## src/rtl/muldiv_pkg.sv

```systemverilog
// muldiv_pkg: shared op/state encodings and default sizing for the iterative multiply/divide unit.
package muldiv_pkg;
    localparam int WIDTH = 16;
    localparam int ITER  = 16;
    localparam logic [1:0] OP_MUL  = 2'b00;
    localparam logic [1:0] OP_MULU = 2'b01;
    localparam logic [1:0] OP_DIV  = 2'b10;
    localparam logic [1:0] OP_DIVU = 2'b11;
    typedef enum logic [1:0] {S_IDLE, S_RUN, S_DONE} state_t;
endpackage

```

## src/rtl/muldiv_step.sv

```systemverilog
// muldiv_step: one radix-2 iteration, shift-add for multiply or restoring-subtract for divide.
module muldiv_step #(
    parameter int W = 16
) (
    input  logic         is_div,
    input  logic [W-1:0] hi,
    input  logic [W-1:0] lo,
    input  logic [W-1:0] m,
    output logic [W-1:0] hi_n,
    output logic [W-1:0] lo_n
);
    logic [W:0]   sum;
    logic [W:0]   sh;
    logic [W-1:0] dif;
    logic         ge;
    // Remainder stays below the divisor, so the subtraction result fits W bits when ge holds.
    always_comb begin
        sum  = {1'b0, hi} + {1'b0, lo[0] ? m : {W{1'b0}}};
        sh   = {hi, lo[W-1]};
        ge   = sh >= {1'b0, m};
        dif  = sh[W-1:0] - m;
        hi_n = is_div ? (ge ? dif : sh[W-1:0]) : sum[W:1];
        lo_n = is_div ? {lo[W-2:0], ge} : {sum[0], lo[W-1:1]};
    end
endmodule

```

## src/rtl/muldiv_unit.sv

```systemverilog
// muldiv_unit: iterative signed/unsigned multiply and divide with register-file write-back strobes.
module muldiv_unit #(
    parameter int WIDTH = muldiv_pkg::WIDTH,
    parameter int ITER  = muldiv_pkg::ITER
) (
    input  logic             clk,
    input  logic             rst,
    input  logic             start,
    input  logic [1:0]       op,
    input  logic [WIDTH-1:0] a,
    input  logic [WIDTH-1:0] b,
    input  logic [3:0]       dest1,
    input  logic [3:0]       dest2,
    input  logic             flush,
    output logic             busy,
    output logic             done,
    output logic [WIDTH-1:0] WriteData1,
    output logic [WIDTH-1:0] WriteData2,
    output logic [3:0]       WriteReg1,
    output logic [3:0]       WriteReg2,
    output logic             RegWrite,
    output logic             WriteOP2,
    output logic             dbz
);
    import muldiv_pkg::*;
    state_t             state_q;
    logic [4:0]         cnt_q;
    logic [1:0]         op_q;
    logic [WIDTH-1:0]   a_q, b_q, hi_q, lo_q, m_q, hi_n, lo_n;
    logic [3:0]         d1_q, d2_q, wr1_q, wr2_q;
    logic [WIDTH-1:0]   wd1_q, wd2_q, res_lo, res_hi, quo, rem;
    logic [2*WIDTH-1:0] prod;
    logic               busy_q, done_q, dbz_q, sgn, is_div, dz;
    muldiv_step #(.W(WIDTH)) u_step (
        .is_div(op_q[1]), .hi(hi_q), .lo(lo_q), .m(m_q), .hi_n(hi_n), .lo_n(lo_n)
    );
    // Datapath runs on magnitudes; signs come back from the latched raw operands.
    always_comb begin
        sgn    = ~op_q[0];
        is_div = op_q[1];
        dz     = is_div && (b_q == '0);
        prod   = (sgn && (a_q[WIDTH-1] ^ b_q[WIDTH-1])) ? -{hi_q, lo_q} : {hi_q, lo_q};
        quo    = (sgn && (a_q[WIDTH-1] ^ b_q[WIDTH-1])) ? -lo_q : lo_q;
        rem    = (sgn && a_q[WIDTH-1]) ? -hi_q : hi_q;
        res_lo = !is_div ? prod[WIDTH-1:0] : dz ? '1 : quo;
        res_hi = !is_div ? prod[2*WIDTH-1:WIDTH] : dz ? a_q : rem;
    end
    always_ff @(posedge clk) begin
        if (rst) begin
            state_q <= S_IDLE;
            cnt_q   <= '0;
            busy_q  <= 1'b0;
            done_q  <= 1'b0;
            dbz_q   <= 1'b0;
            wd1_q   <= '0;
            wd2_q   <= '0;
            wr1_q   <= '0;
            wr2_q   <= '0;
            op_q    <= '0;
            a_q     <= '0;
            b_q     <= '0;
            hi_q    <= '0;
            lo_q    <= '0;
            m_q     <= '0;
            d1_q    <= '0;
            d2_q    <= '0;
        end else begin
            done_q <= 1'b0;
            case (state_q)
                S_IDLE: if (start && !flush) begin
                    state_q <= S_RUN;
                    busy_q  <= 1'b1;
                    cnt_q   <= '0;
                    op_q    <= op;
                    a_q     <= a;
                    b_q     <= b;
                    d1_q    <= dest1;
                    d2_q    <= dest2;
                    hi_q    <= '0;
                    lo_q    <= (!op[0] && a[WIDTH-1]) ? -a : a;
                    m_q     <= (!op[0] && b[WIDTH-1]) ? -b : b;
                end
                S_RUN: if (flush) begin
                    state_q <= S_IDLE;
                    busy_q  <= 1'b0;
                    cnt_q   <= '0;
                end else begin
                    hi_q  <= hi_n;
                    lo_q  <= lo_n;
                    cnt_q <= cnt_q + 5'd1;
                    if (cnt_q == 5'(ITER - 1)) state_q <= S_DONE;
                end
                S_DONE: begin
                    state_q <= S_IDLE;
                    busy_q  <= 1'b0;
                    cnt_q   <= '0;
                    if (!flush) begin
                        done_q <= 1'b1;
                        wd1_q  <= res_lo;
                        wd2_q  <= res_hi;
                        dbz_q  <= dz;
                        wr1_q  <= d1_q;
                        wr2_q  <= d2_q;
                    end
                end
                default: state_q <= S_IDLE;
            endcase
        end
    end
    assign busy       = busy_q;
    assign done       = done_q;
    assign RegWrite   = done_q;
    assign WriteOP2   = done_q;
    assign dbz        = dbz_q;
    assign WriteData1 = wd1_q;
    assign WriteData2 = wd2_q;
    assign WriteReg1  = wr1_q;
    assign WriteReg2  = wr2_q;
endmodule

```

## config.mk

```make
export PLATFORM = sky130hd
export DESIGN_NAME = muldiv_unit
export DESIGN_NICKNAME = d
export VERILOG_FILES = /design/src/rtl/muldiv_pkg.sv /design/src/rtl/muldiv_step.sv /design/src/rtl/muldiv_unit.sv
export SDC_FILE = /design/constraint.sdc
export NUM_CORES = 1
export LEC_CHECK = 0
export ABC_AREA = 1
export BUFFER_PORTS_ARGS = -buffer_cell sky130_fd_sc_hd__buf_2
export CAP_MARGIN = 30
export CORE_MARGIN = 2
export CORE_UTILIZATION = 23
export DETAILED_ROUTE_END_ITERATION = 7
export SYNTH_ARGS = -nofsm -noshare
export SYNTH_HDL_FRONTEND = slang
export SYNTH_SLANG_ARGS = --single-unit
```

## constraint.sdc

```tcl
create_clock -name clk -period 3 [get_ports clk]
set_input_delay 0.6 -clock clk [delete_from_list [all_inputs] [get_ports clk]]
set_output_delay 0.6 -clock clk [all_outputs]
set_load 0.05 [all_outputs]
```

==> results.toml <==
[outcome]
run_status = "finished, final reports clean"

[logic_synthesis]
synthCells = 1584
average_footprint_of_a_synthesized_cell_um2 = 6.243
synth_flop_cell = "sky130_fd_sc_hd__dfxtp_1"
seq_area_frac_synth_pct = 28.14
synth.top_cells.by_count = "sky130_fd_sc_hd__nand2_1 (330), sky130_fd_sc_hd__inv_1 (203), sky130_fd_sc_hd__nor2_1 (174), sky130_fd_sc_hd__nand3_1 (150), sky130_fd_sc_hd__o21ai_0 (143)"
flops_latches_synth = 139
ys_warn_count = 0
mappedNetlistNets = 1674
synth-edff-count = 0
synth_top_cell_area_share_pct = 28.14
netlist-cell-type-count = 55
synth_most_common_cell = "sky130_fd_sc_hd__nand2_1"
synth_top_cells_by_area = "sky130_fd_sc_hd__dfxtp_1 (28%), sky130_fd_sc_hd__nand2_1 (13%), sky130_fd_sc_hd__inv_1 (7.7%)"
synth_area_leader_cell = "sky130_fd_sc_hd__dfxtp_1"
syn-cell-area_um2 = 9888
synth-async-reset-ratio_pct = 0

[final_layout]
total_area_of_multi_input_combinational_cells_um2 = 5995
fraction_of_layout_instances_using_a_drive_strength_above_1_pct = 11.55
postLayoutCoreUtil_pct = 27.43
final_cell_count_no_fill = 2203
final-seq-area_um2 = 2783
area_growth_syn_to_layout_pct = 17.16
finish.net_count = 1740
area_of_all_placed_cells_without_fillers_um2 = 11580
fill_cells = 4819

[route]
routed_wire_length_um = 36250
dr.first_iter.drc_count = 1141
dr_total_vias = 10760
drc_violation_count_after_routing = 0
post_drt_via_cell_ratio = 4.883
avgRoutedWirePerCell_um = 16.46
drt_pre_antenna_iters = 8
route.antenna.remaining_nets = 0

[sta]
final_count_of_negative_setup_slack_endpoints = 0
fin_skew_ps = 11.95
final-hold-violation-count = 0
slew_headroom_pct = 53.22
post_route_fraction_of_the_period_consumed_by_the_critical_path_pct = 82.92
achievable-frequency_mhz = 402.0
grt_setup_unrepaired = "no"
post-route-min-period_ps = 2488
setup_total_negative_slack_ps = 0
maxSlewViolCount = 0
max_slew.worst_pin.slew_ps = 700.1

[grt]
antenna_found_initial = 3
grt.overflow.total = 0
grtUsageTotal_pct = 16.38
first_global_vias = 10190
pin_count_of_the_biggest_net_entering_global_routing = 102
grt_pass1_wl_um = 57440

[placed_design]
placedInstanceArea_um2 = 10940
place.port_buffers = 90
gp_congestion = 0.9423
place_inst = 2170
hpwl_um = 27270

[floorplanning]
start_util_pct = 23.42
floorplan.die.width_um = 211.3
placementRows = 75
core_area_um2 = 42230
boundaryPins = 91
die_area_um2 = 44670
die_h_um = 211.3

[power_and_ir_drop]
total_power_mw = 5.525
power.leakage_nw = 5.533
netSwitchingFraction_pct = 31.73
power.sequential.fraction_pct = 36.1
net-switching-power_mw = 1.753
internal-power_mw = 3.772
ir_worst_vdd_mv = 0.3411
p_comb_share_pct = 20.7
areal_power_density_over_the_cells_nw_per_um2 = 476.9
clock_power_share_pct = 43.3

[clock_network]
cts-root-buf = "sky130_fd_sc_hd__clkbuf_16"
ctsHoldBuffers = 0
cts_tree = "done"
tritoncts_buffer_count = 17
clkSlewWorstSetupHoldPaths_ps = 60
cts_sinks = 139
max-clock-path-buffers = 2
clk-insertion-delay-late_ps = 440
cts.repair.resized = 0
cts_post_setup_buffers_inserted = 0
cts_htree_levels = 4

[worst_setup_path]
timing.critical_path.fanout_max = 15
critPathLaunchType = "flop"
timing.setup.critical_path_class = "reg2reg"
cell_repeated_most_along_the_worst_path = "sky130_fd_sc_hd__nand2_1"
worst-endpoint-arrival_ps = 2850
critical_path.slowest_cell = "sky130_fd_sc_hd__dfxtp_1"
critical_path.cell_chain = "buf_4 -> nand2_1 -> fa_1 -> inv_1 -> nand3_1 -> nand2_1 -> nand2_1 -> nand2_1 -> nand2_1 -> nand2_1 -> nand2_1 -> nand3_1 -> nand2_1 -> inv_1 -> nand2_1 -> a21oi_1"
critical_path.startpoint = "lo_q[0]"
largest_stage_delay_on_the_critical_path_ps = 510
reg2reg_from = "lo_q[0]"
required_ps = 3370
setup.worst_path.end_class = "flop"

[run]
maxCapViolations = 0

[worst_hold_path]
min-delay-path-class = "in2reg"
worst_hold_startpoint = "dest1[0]"
[path summary, 6_finish.rpt]
check | slack (ps) | end | cells past startpoint
worst min-delay path | 390 | d1_q[0] | 3
worst max-delay path | 510 | hi_q[15] | 16
worst min register to register | 460 | b_q[10] | 2
worst max register to register | 510 | hi_q[15] | 16
[per-layer routing]
metal  GRT usage, %  vias to the layer above  share of wire (%)
li1               -                     5341                  -
met1          21.99                     4984                 47
met2          26.64                      375                 45
met3          3.427                       54                6.6
met4          4.274                        4                1.7
met5              0                        -              0.074
[layout by cell type, fill, tap and decap left out, types with 6 or more instances in the layout]
master,synthesis,routed
sky130_fd_sc_hd__buf_4,2,28
sky130_fd_sc_hd__nand4_1,22,22
sky130_fd_sc_hd__xor2_1,31,31
sky130_fd_sc_hd__inv_1,203,202
sky130_fd_sc_hd__nor3_1,17,17
sky130_fd_sc_hd__nand3_1,150,150
sky130_fd_sc_hd__buf_2,14,90
sky130_fd_sc_hd__a31oi_1,23,23
sky130_fd_sc_hd__o211ai_1,15,15
sky130_fd_sc_hd__a21oi_1,127,127
sky130_fd_sc_hd__dfxtp_1,139,139
sky130_fd_sc_hd__a211oi_1,6,6
sky130_fd_sc_hd__o21ai_1,7,7
sky130_fd_sc_hd__inv_2,11,12
sky130_fd_sc_hd__o21ai_0,143,143
sky130_fd_sc_hd__nand3b_1,8,8
sky130_fd_sc_hd__clkbuf_16,0,17
sky130_fd_sc_hd__ha_1,42,42
sky130_fd_sc_hd__nand2_1,330,330
sky130_fd_sc_hd__nor2_1,174,174
[metrics by stage]
| step | hold WS [ps] | setup slack, ps |
|---|---|---|
| 2_1_floorplan | 426.8 | 532.7 |
| 3_3_place_gp | 444.1 | 581.3 |
| 3_5_place_dp | 448.5 | 532.1 |
| 4_1_cts | 369.9 | 558.0 |
| 5_1_grt | 388.1 | 241.8 |
| 6_report | 385.8 | 512.4 |
[worst max-delay path, delay by kind of cell, from the launching register on]
family                   cells  cell delay (ps)
AO/OA/AOI/OAI                1              120
buffers and inverters        3              500
AND/OR/NAND/NOR             11              870
adder cells (fa/ha/maj)      1              430
flip-flops                   1              510
[power by group through the flow]
stage          combinational (mW)  clock [mW]  sequential [mW]
2_1_floorplan               0.810           0             2.01
3_3_place_gp                 1.12           0             2.03
3_5_place_dp                 1.12           0             2.03
4_1_cts                      1.13        2.42             1.99
5_1_grt                      1.27        2.50             2.00
6_report                     1.14        2.39             1.99
[state kept, by name, indices dropped and copies added, names as in the netlist]
name        cells
cnt_q           5
state_q         2
lo_q           16
b_q            16
WriteReg1       4
op_q            2
RegWrite        1
a_q            16
WriteReg2       4
d2_q            4
busy            1
WriteData2     16
WriteData1     16
hi_q           16
d1_q            4
dbz             1
m_q            15
[cell type report]
cell class / count / share of cell area (%)
Sequential cell: 139 / 24.02
Timing Repair Buffer: 119 / 5.875
Clock buffer: 22 / 3.920
Tap cell: 539 / 5.821
Inverter: 215 / 6.966
Antenna cell: 1 / 0.02160
Multi-Input combinational cell: 1158 / 51.74
Clock inverter: 10 / 1.631
[logic make-up (layout without fill, tap and decap cells)]
family | Yosys count | after routing | share of synthesized area [%]
xor gates and xnor gates | 34 | 34 | 3.012
adders and majority gates | 44 | 44 | 5.719
buffers and inverters | 287 | 366 | 11.30
AOI/OAI and AO/OA | 344 | 344 | 19.04
and+or+nand+nor | 736 | 736 | 32.79
DFF | 139 | 139 | 28.14
other | 0 | 1 | 0
Power figures use the tool's default switching activity.
